[src/rtl/sd_crc_engine.sv]
// Multi-lane, bit-serial CRC engine for the SD host controller.
// Each lane runs an independent MSB-first CRC (init 0, no reflection, no final XOR).
// After the data phase the engine either shifts the CRC out (generate mode)
// or compares it with received tail bits (check mode).
module sd_crc_engine #(
    parameter int               CRC_W = 16,
    parameter logic [CRC_W-1:0] POLY  = 16'h1021,
    parameter int               LANES = 4
) (
    input  logic                   clk,
    input  logic                   reset,
    input  logic                   start,
    input  logic                   mode,
    input  logic                   din_valid,
    input  logic [LANES-1:0]       din,
    input  logic                   din_last,
    output logic [LANES-1:0]       dout,
    output logic                   dout_valid,
    output logic                   busy,
    output logic                   done,
    output logic [LANES*CRC_W-1:0] crc,
    output logic [LANES-1:0]       crc_err
);

    localparam int                 CNT_W    = $clog2(CRC_W + 1);
    localparam logic [CNT_W-1:0]   LAST_CNT = CNT_W'(CRC_W - 1);

    typedef enum logic [1:0] {IDLE, DATA, TAIL, DONE} state_t;

    state_t                   state;
    state_t                   state_next;
    logic                     mode_q;
    logic [LANES*CRC_W-1:0]   r_q;
    logic [LANES*CRC_W-1:0]   r_upd;
    logic [LANES*CRC_W-1:0]   r_shift;
    logic [LANES-1:0]         r_msb;
    logic [CNT_W-1:0]         tail_cnt;
    logic                     tail_adv;
    logic                     tail_end;

    // One serial CRC step: feedback is the incoming bit XOR the register MSB.
    function automatic logic [CRC_W-1:0] crc_step(input logic [CRC_W-1:0] r, input logic b);
        logic fb;
        fb = b ^ r[CRC_W-1];
        return {r[CRC_W-2:0], 1'b0} ^ (fb ? POLY : '0);
    endfunction

    // Per-lane next values: data update, plain left shift for the tail, and the MSBs.
    always_comb begin
        r_upd   = r_q;
        r_shift = r_q;
        r_msb   = '0;
        for (int i = 0; i < LANES; i++) begin
            r_upd[i*CRC_W +: CRC_W]   = crc_step(r_q[i*CRC_W +: CRC_W], din[i]);
            r_shift[i*CRC_W +: CRC_W] = {r_q[i*CRC_W +: CRC_W-1], 1'b0};
            r_msb[i]                  = r_q[i*CRC_W + CRC_W - 1];
        end
    end

    // Generate mode shifts every TAIL cycle; check mode only on accepted beats.
    assign tail_adv = (state == TAIL) && (!mode_q || din_valid);
    assign tail_end = tail_adv && (tail_cnt == LAST_CNT);

    // State register.
    always_ff @(posedge clk or posedge reset) begin
        if (reset) begin
            state <= IDLE;
        end else begin
            state <= state_next;
        end
    end

    // Next-state and status outputs; start aborts from any state.
    always_comb begin
        state_next = state;
        dout_valid = 1'b0;
        dout       = '0;
        busy       = (state != IDLE);
        done       = (state == DONE);
        if (state == TAIL && !mode_q) begin
            dout_valid = 1'b1;
            dout       = r_msb;
        end
        if (start) begin
            state_next = DATA;
        end else begin
            case (state)
                IDLE:    state_next = IDLE;
                DATA:    if (din_valid && din_last) state_next = TAIL;
                TAIL:    if (tail_end) state_next = DONE;
                DONE:    state_next = IDLE;
                default: state_next = IDLE;
            endcase
        end
    end

    // CRC registers, tail counter, latched mode, result and sticky error flags.
    always_ff @(posedge clk or posedge reset) begin
        if (reset) begin
            r_q      <= '0;
            crc      <= '0;
            crc_err  <= '0;
            tail_cnt <= '0;
            mode_q   <= 1'b0;
        end else if (start) begin
            r_q      <= '0;
            crc_err  <= '0;
            tail_cnt <= '0;
            mode_q   <= mode;
        end else begin
            case (state)
                DATA: begin
                    if (din_valid) begin
                        r_q <= r_upd;
                        if (din_last) begin
                            crc      <= r_upd;
                            tail_cnt <= '0;
                        end
                    end
                end
                TAIL: begin
                    if (tail_adv) begin
                        r_q      <= r_shift;
                        tail_cnt <= tail_cnt + CNT_W'(1);
                        if (mode_q) begin
                            crc_err <= crc_err | (din ^ r_msb);
                        end
                    end
                end
                default: ;
            endcase
        end
    end

endmodule

[config.mk]
export PLATFORM = sky130hd
export DESIGN_NAME = sd_crc_engine
export DESIGN_NICKNAME = d
export VERILOG_FILES = /design/src/rtl/sd_crc_engine.sv
export SDC_FILE = /design/constraint.sdc
export NUM_CORES = 1
export LEC_CHECK = 0
export BUFFER_PORTS_ARGS = -buffer_cell sky130_fd_sc_hd__buf_4
export CAP_MARGIN = 20
export CORE_MARGIN = 4
export CORE_UTILIZATION = 57
export CTS_CLUSTER_DIAMETER = 40
export DETAILED_ROUTE_END_ITERATION = 16
export PLACE_DENSITY = 0.92
export SLEW_MARGIN = 20
export SYNTH_ARGS = -nofsm -noshare
export SYNTH_HDL_FRONTEND = slang
export SYNTH_SLANG_ARGS = --single-unit
[constraint.sdc]
create_clock -name clk -period 5.7 [get_ports clk]
set_clock_uncertainty 0.2 [all_clocks]
set_input_delay 1.14 -clock clk [delete_from_list [all_inputs] [get_ports clk]]
set_output_delay 1.14 -clock clk [all_outputs]
set_load 0.02 [all_outputs]
## After elaboration in Yosys (flattened, before gate mapping)

Index checks and enable logic that the tools add are counted.

- $add $sub $neg: 1
- Equal/unequal tests: 9
- Muxes and demuxes: 23
- Bitwise gates (word level): 11
- Reductions and logical operators: 18

Operators with widths:

| kind | number |
|---|---|
| $mux W64 | 3 |
| $pmux W64 S2 | 1 |
| $xor A16 B13 Y16 | 4 |
| $mux W13 | 4 |
| $mux W4 | 5 |
| $mux W5 | 4 |
| $ne A3 B3 Y1 const B | 5 |
| $pmux W5 S2 | 1 |
| $reduce_and A4 Y1 | 2 |
| $reduce_bool A2 Y1 | 4 |
| $mux W2 | 3 |
| $pmux W2 S3 | 1 |
| $reduce_and A3 Y1 | 2 |
| $add A5 B1 Y5 const B | 1 |
| $eq A5 B4 Y1 const B | 1 |
| $eq A2 B2 Y1 const B | 2 |
| $logic_and A1 B1 Y1 | 4 |
| $or A4 B4 Y4 | 1 |
| $xor A1 B1 Y1 | 4 |
| $xor A4 B4 Y4 | 1 |
| $reduce_bool A3 Y1 | 1 |
| $eq A2 B1 Y1 const B | 1 |
| $logic_not A2 Y1 | 1 |
| $reduce_and A2 Y1 | 1 |
| 5 further kinds | 5 |

- Register bits: 140
- Bits of input ports: 10
- Output and inout bits: 75
- Logic and storage cells: 68

## Longest topological paths before layout

Gate-level depths: netlist (run 1).

- Word-level depth: 7
- Gate-level depth with buffers: 9
- Gate-level depth less buffers: 6

## Worst setup path before layout (run 1)

OpenSTA, ideal clock, no wires.

- Path type: reg-to-output
- Start: register state[0]
- End: output port dout[0]
- Data arrival time: 1661 ps
- Data required time: 4360 ps
- Slack: 2699 ps
- Stages on the path, launching flop included: 6
- Buffers on the path: 1
- Cells stage by stage: dfrtp_1 > inv_1 > ha_1 > clkbuf_1 > nor2b_1 > and2_1

- Word-level cells in the longest chain between the ends: 3

Ends and longest elaborated chain:

| item | RTL line | text |
|---|---|---|
| start, declared | 30 | `state_t state;` |
| start signal, assigned | 69 | `state <= state_next;` |
| $eq A2 B2 Y1 | 80 | `if (state == TAIL && !mode_q) begin` |
| $logic_and A1 B1 Y1 | 80 |  |
| $mux W4 | 80 |  |
| end, declared | 17 | `output logic [LANES-1:0] dout,` |

Every way passes these cells.

## Worst setup path in the final report (run 1)

- Start: register state[0]
- End: output port dout[3]

Same word-level chain as after synthesis.

==> run metrics, run 1 <==
flop2flop setup slack=2.62 ns; Tot Pwr=3.445 mW; adder-cell share of the synthesized area=1.270%; Layout Cells excl Fill=741; Total GRT Usage=24.80%; Vias/cell=5.703; mux cell area share after synthesis=10.27%; Clock H-tree levels=4; GR Layer Usage met1=31.49%; type of origin of the critical path=flip-flop; Pint=2.268 mW; Pleak=3.737 nW; PortBufs=84; CP required=4.36 ns; Simple-Gate Fraction of Synth Area=17.89%; Sw Pwr=1.177 mW; Multi-input gate area=0.002235 sq mm; Starting Density=59.38%; DRT iter0 DRCs=397; setup bufs post-CTS=0; GP Congestion=0.7934; Worst Hold Endpoint=crc[48]$_DFFE_PP0P_; routed len/inst=19.06 um; # hold bufs at CTS=0; Final Setup Violations=0; Die X=109.8 um; GR Layer Usage met2=40.90%; RSZ-0062 raised after global routing=no; largest net degree at the start of global routing=105; storage element area=0.003503 sq mm; share of the synthesized area in the top cell type=59.27%; Crit path arrival time=2.41 ns; Mapped Cells=522; fin. max-slew vios=0; status=complete, no violations; first-pass GRT wire length=22570 um; CTS Buffer Depth=2; Max-slew headroom=26.26%; min-delay src=crc[48]$_DFFE_PP0P_; clock-pin slew on the worst setup and hold paths=0.06 ns; Cell variety after synth=34; Synthesis Warnings=0; fillers=617; post-synthesis compound-gate area fraction=4.805%; ANT nets after route=0; worst ir drop on vdd=259.1 uV; number of buffers created by CTS=17; Placeable Area=0.009955 sq mm; power density over cell area=481.1 mW/mm^2; Final Cycle Share=65.72%; CTS resizes=0; initial antenna violation count=0; Global Route met3 Usage=6.342%; sw frac=34.17%; sequential area share after synthesis=59.27%; Hold Crit Class=reg2reg; share of cells above drive strength 1=28.62%; R2R cell count=7; Post-layout nets=611; Period minus WS final=3.746 ns; Reg power frac=40.9%; GRT Max-Usage Layer=met2; mapped cell area=0.005911 sq mm; root cell of the clock tree=clkbuf_8; ANT cells=0; Die Y=109.8 um; row cnt=36; transition time at the pin with the least slew margin=1.106 ns; area grow syn2layout=21.15%; synthesis-stage register bit count=140; Routed WL=14120 um; Crit Path Max Fanout=12; Post-route DRC=0; r2r startpoint=state[1]$_DFFE_PP0P_; Clk network pwr share=31.2%; max_cap viols=0; Fin Setup TNS=0 ns; net count after synthesis=538; Ports=85; final hold vios=0; Setup CP Type=reg2out; via count=4226; main combinational cell family by area after synthesis=simple AND/OR/NAND/NOR gates; crit end category=output pin; Max Fclk=0.2670 GHz; clk_lat worst skew=0.52 ns; Die ar.=0.01206 sq mm; top post-synthesis cells by area=dfrtp_1 (59%), mux2_2 (9.9%), nand2_1 (8.1%); Sink Count=140; DP Cell Count=709; Synth Area in XOR/XNOR=2.964%; TritonCTS clock tree=built; Final HPWL DP=7918 um; GRT Residual Overflow=0; Worst Hold Depth=2; drt pass-1 iters=5; Critical R2R Capture=r_q[48]$_DFFE_PP0P_; Comb power frac=28.0%; number of global-route vias before repair=4359; area leader, netlist=dfrtp_1; synthesized area per cell=11.32 sq um
[critical path: stages (launching register included)]
cell	delay, ns
dfrtp_1	0.42
inv_1	0.10
ha_1	0.48
nor2b_1	0.49
and2_1	0.23
buf_4	0.15
[power by group through the flow]
stage | logic, mW | registers, mW | clock network [mW]
after CTS | 0.967 | 1.40 | 1.08
after global placement | 0.905 | 1.39 | 0
final | 0.964 | 1.41 | 1.07
after detailed placement | 0.938 | 1.41 | 0
after floorplan | 0.412 | 1.55 | 0
after global routing | 1.03 | 1.43 | 1.13
[per-stage QoR]
stage               setup WS, ns  hold slack (ns)  area [sq um]  util [%]
detailed placement         1.968           0.2730          6581     66.11
floorplan                 0.6071           0.2485          5911         -
global placement           2.183           0.2592          6581     66.11
finish                     1.954           0.2832          7161     71.93
global route               1.898           0.3189          7161     71.93
CTS                        2.011           0.2884          7149     71.82
[synth_stat cells (all sizes together)]
library cell  count
dfrtp           140
nand2           127
mux2             53
nand3b           52
nor2             18
buf              17
o21ai            17
clkbuf           15
xnor2            12
inv              10
a211oi            8
xor2              8
ha                6
a21oi             5
nand3             5
o31ai             5
and2              4
nand2b            4
nor2b             3
a21boi            2
a31oi             2
and3              2
a31o              1
mux2i             1
o21bai            1
o32a              1
o32ai             1
or2               1
or4               1
[placed cells by master, fill, tap and decap left out, drive strengths merged, types with 3 or more instances in the layout]
master,count
clkinvlp,3
and2,4
o21ai,17
nand2,127
clkbuf,22
nand3,5
xor2,8
a21oi,5
dfrtp,140
nor2b,3
clkinv,4
mux2,53
nand2b,4
nor2,18
o31ai,5
inv,11
nand3b,52
a211oi,8
xnor2,12
buf,86
ha,6
[registers in the layout, indices dropped and copies added (netlist names)]
signal,flops
crc_err,4
mode_q,1
r_q,64
crc,64
tail_cnt,5
state,2
[area by class of cell]
class | instances | share of cell area [%]
Timing Repair Buffer | 86 | 9.016
Multi-Input combinational cell | 340 | 31.21
Inverter | 10 | 0.5941
Clock buffer | 22 | 6.325
Tap cell | 133 | 2.324
Sequential cell | 140 | 48.93
Clock inverter | 10 | 1.608
[layer usage]
| layer | routed length, um | vias up |
|---|---|---|
| met5 | 0 | - |
| met1 | 5728 | 2104 |
| met3 | 947 | 30 |
| met4 | 325 | 0 |
| met2 | 7120 | 209 |
| li1 | - | 1883 |
[cell families after synthesis]
family,count (synthesis)
and+or+nand+nor,217
DFF,140
muxes,54
AOI/OAI and AO/OA,43
buffers and inverters,42
xor gates and xnor gates,20
adders and majority gates,6
[worst max-delay path by stage]
| stage | startpoint | end | slack, ns | cells past startpoint |
|---|---|---|---|---|
| after floorplan | reset | crc[0]$_DFFE_PP0P_ | 0.61 | 1 |
| after global placement | start | r_q[28]$_DFFE_PP0P_ | 2.18 | 5 |
| after detailed placement | start | r_q[37]$_DFFE_PP0P_ | 1.97 | 5 |
| after CTS | state[0]$_DFFE_PP0P_ | dout[3] | 2.01 | 5 |
| after global routing | state[0]$_DFFE_PP0P_ | dout[3] | 1.90 | 5 |
| final | state[0]$_DFFE_PP0P_ | dout[3] | 1.95 | 5 |
Note: power is estimated with default switching activity, not from simulation.
==> inputs of run 2 (changes only) <==
--- a/config.mk
+++ b/config.mk
@@ -5,13 +5,14 @@
 export SDC_FILE = /design/constraint.sdc
 export NUM_CORES = 1
 export LEC_CHECK = 0
+export ABC_AREA = 1
 export BUFFER_PORTS_ARGS = -buffer_cell sky130_fd_sc_hd__buf_4
 export CAP_MARGIN = 20
 export CORE_MARGIN = 4
-export CORE_UTILIZATION = 57
+export CORE_UTILIZATION = 51
 export CTS_CLUSTER_DIAMETER = 40
 export DETAILED_ROUTE_END_ITERATION = 16
-export PLACE_DENSITY = 0.92
+export PLACE_DENSITY = 0.87
 export SLEW_MARGIN = 20
 export SYNTH_ARGS = -nofsm -noshare
 export SYNTH_HDL_FRONTEND = slang
==> constraint.sdc (replaced) <==
create_clock -name clk -period 3.3 [get_ports clk]
set_clock_uncertainty 0.2 [all_clocks]
set_input_delay 0.66 -clock clk [delete_from_list [all_inputs] [get_ports clk]]
set_output_delay 0.66 -clock clk [all_outputs]
set_load 0.02 [all_outputs]
==> run metrics, run 2 <==
Total GRT Usage=22.12%; storage element area=0.003503 sq mm; CP required=2.44 ns; Pint=4.224 mW; # hold bufs at CTS=0; number of global-route vias before repair=4708; setup bufs post-CTS=0; number of buffers created by CTS=17; GR Layer Usage met2=34.61%; share of the synthesized area in the top cell type=60.03%; sequential area share after synthesis=60.03%; area grow syn2layout=24.23%; top post-synthesis cells by count=nand2_1 (421), dfrtp_1 (140), nand3_1 (26); status=complete, no violations; ANT cells=0; Layout Cells excl Fill=936; Ports=85; Crit Path Max Fanout=10; row cnt=38; commonest non-fill, non-tap cell in the layout=nand2_1; Final HPWL DP=8283 um; Clk network pwr share=32.3%; clk_lat worst skew=0.42 ns; type of origin of the critical path=flip-flop; Period minus WS final=3.045 ns; pre-CTS setup slack=0.6699 ns; CTS Buffer Depth=2; Max Fclk=0.3284 GHz; Synthesis Warnings=0; Synth Flop Type=dfrtp_1; Final Cycle Share=92.27%; largest net degree at the start of global routing=69; Tot Pwr=6.424 mW; top post-synthesis cells by area=dfrtp_1 (60%), nand2_1 (27%), nand3_1 (2.2%); ANT nets after route=0; power density over cell area=886.1 mW/mm^2; PortBufs=84; Mapped Cells=700; root cell of the clock tree=clkbuf_16; GRT Residual Overflow=0; Fin Setup TNS=0 ns; Die Y=115.0 um; count leader, synth=nand2_1; via count=4805; Final Setup Violations=0; final hold vios=0; Starting Density=52.90%; Largest regs=crc (64), r_q (64), tail_cnt (5); commonest cells after routing, fill and taps aside=nand2_1 (420), dfrtp_1 (140), buf_4 (89); mapped cell area=0.005836 sq mm; drt pass-1 iters=7; Vias/cell=5.134; GRT Max-Usage Layer=met2; Die X=115.0 um; Placeable Area=0.01103 sq mm; max_cap viols=0; Cell variety after synth=19; Hold Crit Class=in2async; routed len/inst=14.54 um; Global Route met3 Usage=6.053%; Max-slew headroom=53.55%; Clock H-tree levels=4; CTS resizes=0; fin. max-slew vios=0; R2R cell count=10; Post-layout nets=799; transition time at the pin with the least slew margin=0.6967 ns; Reg power frac=39.2%; Crit path arrival time=2.18 ns; Async S/R FF share, synth=100.0%; share of cells above drive strength 1=16.58%; Setup CP Type=reg2out; Routed WL=13610 um; DP Cell Count=904; TritonCTS clock tree=built; Post-route DRC=0; final core utilization=65.72%; net count after synthesis=716; synthesis-stage register bit count=140; GP Congestion=0.8251; RSZ-0062 raised after global routing=no; Die ar.=0.01322 sq mm; first-pass GRT wire length=22910 um; Pleak=4.084 nW; synthesized area per cell=8.337 sq um; fillers=880; post-route setup slack=0.2551 ns; GR Layer Usage met1=29.73%; DRT iter0 DRCs=516; Sw Pwr=2.200 mW; area leader, netlist=dfrtp_1; initial antenna violation count=0; crit end category=output pin; EDFF count, synth=0; worst ir drop on vdd=552.0 uV; Comb power frac=28.5%; clock-pin slew on the worst setup and hold paths=0.06 ns; Sink Count=140; sw frac=34.25%; Multi-input gate area=0.002093 sq mm
## run 2: cell count changes in the layout (fill, tap and decap cells not counted), moves of 5 or more
cell	previous run	this run
mux2_2	52	0
xnor2_1	12	0
inv_1	9	20
nand2_1	127	420
a211oi_1	8	0
a21oi_1	5	0
xor2_1	8	0
nor2_1	18	13
nand3b_1	52	8
nand3_1	4	26
o31ai_1	5	0
## run 2: cell type report
type,count,area share (%)
Clock buffer,23,6.869
Clock inverter,9,2.175
Inverter,24,1.294
Multi-Input combinational cell,508,28.87
Sequential cell,140,48.33
Tap cell,140,2.416
Timing Repair Buffer,92,10.04
## run 2: worst paths after layout
kind / start / to / slack, ns
worst max-delay path: state[0]$_DFFE_PP0P_ / dout[0] / 0.26
worst min-delay path: reset / r_q[2]$_DFFE_PP0P_ / 0.08
worst max register to register: state[0]$_DFFE_PP0P_ / r_q[52]$_DFFE_PP0P_ / 0.62
worst min register to register: crc[40]$_DFFE_PP0P_ / crc[40]$_DFFE_PP0P_ / 0.28
max in group asynchronous: reset / r_q[36]$_DFFE_PP0P_ / 2.21
min in group clk: mode / mode_q$_DFFE_PP0P_ / 0.25
## run 2: per-layer routing
| metal | wire length [um] | up-vias |
|---|---|---|
| met5 | 0 | - |
| met4 | 276 | 0 |
| met3 | 891 | 29 |
| met2 | 6561 | 167 |
| met1 | 5883 | 2275 |
| li1 | - | 2334 |
## run 2: cell families (layout without fill, tap and decap cells)
logic type	Yosys count	in the layout	share of synthesized area (%)
adder cells (fa/ha/maj)	6	6	1.286
buffers and inverters	52	148	4.224
AO/OA/AOI/OAI	25	25	2.251
AND/OR/NAND/NOR	477	477	32.20
flip-flops	140	140	60.03
## run 2: through the flow
stage | instance area [sq um] | hold WS, ns
after floorplan | 5839 | 0.2641
after global placement | 6594 | 0.2642
after detailed placement | 6594 | 0.2669
after CTS | 7249 | 0.07947
after global routing | 7249 | 0.09798
final | 7249 | 0.07575
## run 2: power by group through the flow
| stage | registers [mW] | logic, mW | clock network (mW) |
|---|---|---|---|
| 6_report | 2.52 | 1.83 | 2.07 |
| 5_1_grt | 2.58 | 2.03 | 2.18 |
| 4_1_cts | 2.52 | 1.85 | 2.09 |
| 3_5_place_dp | 2.53 | 1.82 | 0 |
| 3_3_place_gp | 2.51 | 1.78 | 0 |
| 2_1_floorplan | 2.82 | 0.796 | 0 |
## run 2: critical path: stages (launching register included)
cell	delay, ns
dfrtp_1	0.42
inv_1	0.11
ha_1	0.17
clkinv_1	0.31
nor2_1	0.23
inv_1	0.16
nor2_1	0.19
buf_4	0.18
==> inputs of run 3 (changes only) <==
--- a/config.mk
+++ b/config.mk
@@ -8,8 +8,10 @@
 export ABC_AREA = 1
 export BUFFER_PORTS_ARGS = -buffer_cell sky130_fd_sc_hd__buf_4
 export CAP_MARGIN = 20
+export CORE_ASPECT_RATIO = 0.75
 export CORE_MARGIN = 4
 export CORE_UTILIZATION = 51
+export CTS_BUF_LIST = sky130_fd_sc_hd__clkbuf_16
 export CTS_CLUSTER_DIAMETER = 40
 export DETAILED_ROUTE_END_ITERATION = 16
 export PLACE_DENSITY = 0.87
==> constraint.sdc (replaced) <==
create_clock -name clk -period 2.53 [get_ports clk]
set_clock_uncertainty 0.2 [all_clocks]
set_input_delay 0.506 -clock clk [delete_from_list [all_inputs] [get_ports clk]]
set_output_delay 0.506 -clock clk [all_outputs]
set_load 0.02 [all_outputs]
==> run metrics, run 3 (synthesis results as in run 2) <==
Placeable Area=0.01107 sq mm; drt pass-1 iters=5; DRT iter0 DRCs=470; root cell of the clock tree=clkbuf_16; worst ir drop on vdd=589.7 uV; DP Cell Count=910; Worst Hold Depth=3; Die Y=100.6 um; Crit path arrival time=1.66 ns; clk_lat worst skew=0.41 ns; Tot Pwr=8.334 mW; GRT Residual Overflow=0; Total GRT Usage=21.13%; setup bufs post-CTS=0; routed len/inst=14.11 um; number of buffers created by CTS=17; Layout Cells excl Fill=943; GP Congestion=0.7915; Die X=131.5 um; CTS Buffer Depth=2; commonest cells after routing, fill and taps aside=nand2_1 (420), dfrtp_1 (140), buf_4 (92); Routed WL=13310 um; Largest regs=crc (64), r_q (64), tail_cnt (5); Crit Path Max Fanout=4; Vias/cell=5.121; Critical R2R Capture=r_q[0]$_DFFE_PP0P_; crit end category=output pin; Pleak=4.113 nW; Max-slew headroom=58.78%; Final HPWL DP=8525 um; ANT nets after route=0; status=complete, no violations; Post-route DRC=0; CP required=1.82 ns; max_cap viols=0; fillers=879; power density over cell area=1141 mW/mm^2; transition time at the pin with the least slew margin=0.6183 ns; via count=4829; min-delay src=mode; Period minus WS final=2.369 ns; initial antenna violation count=0; Hold Crit Class=in2reg; Max Fclk=0.4221 GHz; Cell Area, Placed=0.006676 sq mm; largest net degree at the start of global routing=61; r2r startpoint=state[0]$_DFFE_PP0P_; commonest non-fill, non-tap cell in the layout=nand2_1; number of global-route vias before repair=4677; Die ar.=0.01324 sq mm; flop2flop setup slack=0.48 ns; share of cells above drive strength 1=17.31%; Setup CP Type=reg2out; Final Setup Violations=0; final hold vios=0; clock-pin slew on the worst setup and hold paths=0.06 ns; Fin Setup TNS=0 ns; type of origin of the critical path=flip-flop; area grow syn2layout=25.21%; Sink Count=140; RSZ-0062 raised after global routing=no; Multi-input gate area=0.002096 sq mm; TritonCTS clock tree=built; Post-layout nets=806; PortBufs=84; row cnt=33; Final Cycle Share=93.63%; storage element area=0.003503 sq mm; ANT cells=0; Finished Cell Area=0.007307 sq mm; fin. max-slew vios=0; first-pass GRT wire length=22430 um; Clock H-tree levels=4; Ports=85; R2R cell count=8; Starting Density=52.74%; Worst Hold Endpoint=mode_q$_DFFE_PP0P_
[run 3: final cells by class]
cell class	instances	area share [%]
clock inverters	15	2.637
repair buffers	99	11.23
inverters	24	1.284
well taps	140	2.397
flip-flops and latches	140	47.95
clock buffers	17	5.822
multi-input cells	508	28.68
[run 3: how the worst max path moves through the flow]
stage / endpoint / start
6_report: dout[0] / state[0]$_DFFE_PP0P_
2_1_floorplan: crc[0]$_DFFE_PP0P_ / reset
4_1_cts: dout[0] / state[0]$_DFFE_PP0P_
5_1_grt: dout[1] / state[0]$_DFFE_PP0P_
3_5_place_dp: r_q[0]$_DFFE_PP0P_ / state[0]$_DFFE_PP0P_
3_3_place_gp: dout[0] / state[0]$_DFFE_PP0P_
[run 3: timing repair]
action / 4_1_cts / 5_1_grt
resized for setup: 0 / 2
endpoints found under the setup margin: 0 / 4
hold buffers: 1 / 0
hold endpoints to repair: 16 / 0
[run 3: through the flow]
stage | util [%] | setup WS, ns | hold WS [ns]
finish | 66.03 | 0.1611 | 0.1250
global route | 66.03 | 0.05905 | 0.1390
CTS | 66.01 | 0.06065 | 0.1150
detailed placement | 60.33 | 0.4724 | 0.2667
global placement | 60.33 | 0.5621 | 0.2644
floorplan | - | 0.07491 | 0.2641
[run 3: per-layer routing]
layer  up-vias  track usage, %  routed length [um]
li1       2341               -                   -
met4         0           7.183                 259
met2       150           33.54                6122
met3        25           5.988                 838
met5         -               0                   0
met1      2313           28.42                6089
[run 3: critical path, stage by stage, from the launching register on]
cell and delay (ns):
dfrtp_1 0.41, inv_1 0.11, ha_1 0.17, clkinv_1 0.09, nor2_2 0.12, inv_2 0.10
nor2_1 0.10, buf_4 0.15
[run 3: power by group]
group	switching (mW)	internal (mW)	total, mW
clock network	0.958	1.65	2.61
registers	0.438	2.85	3.29
logic	1.51	0.925	2.44
total	2.91	5.42	8.33
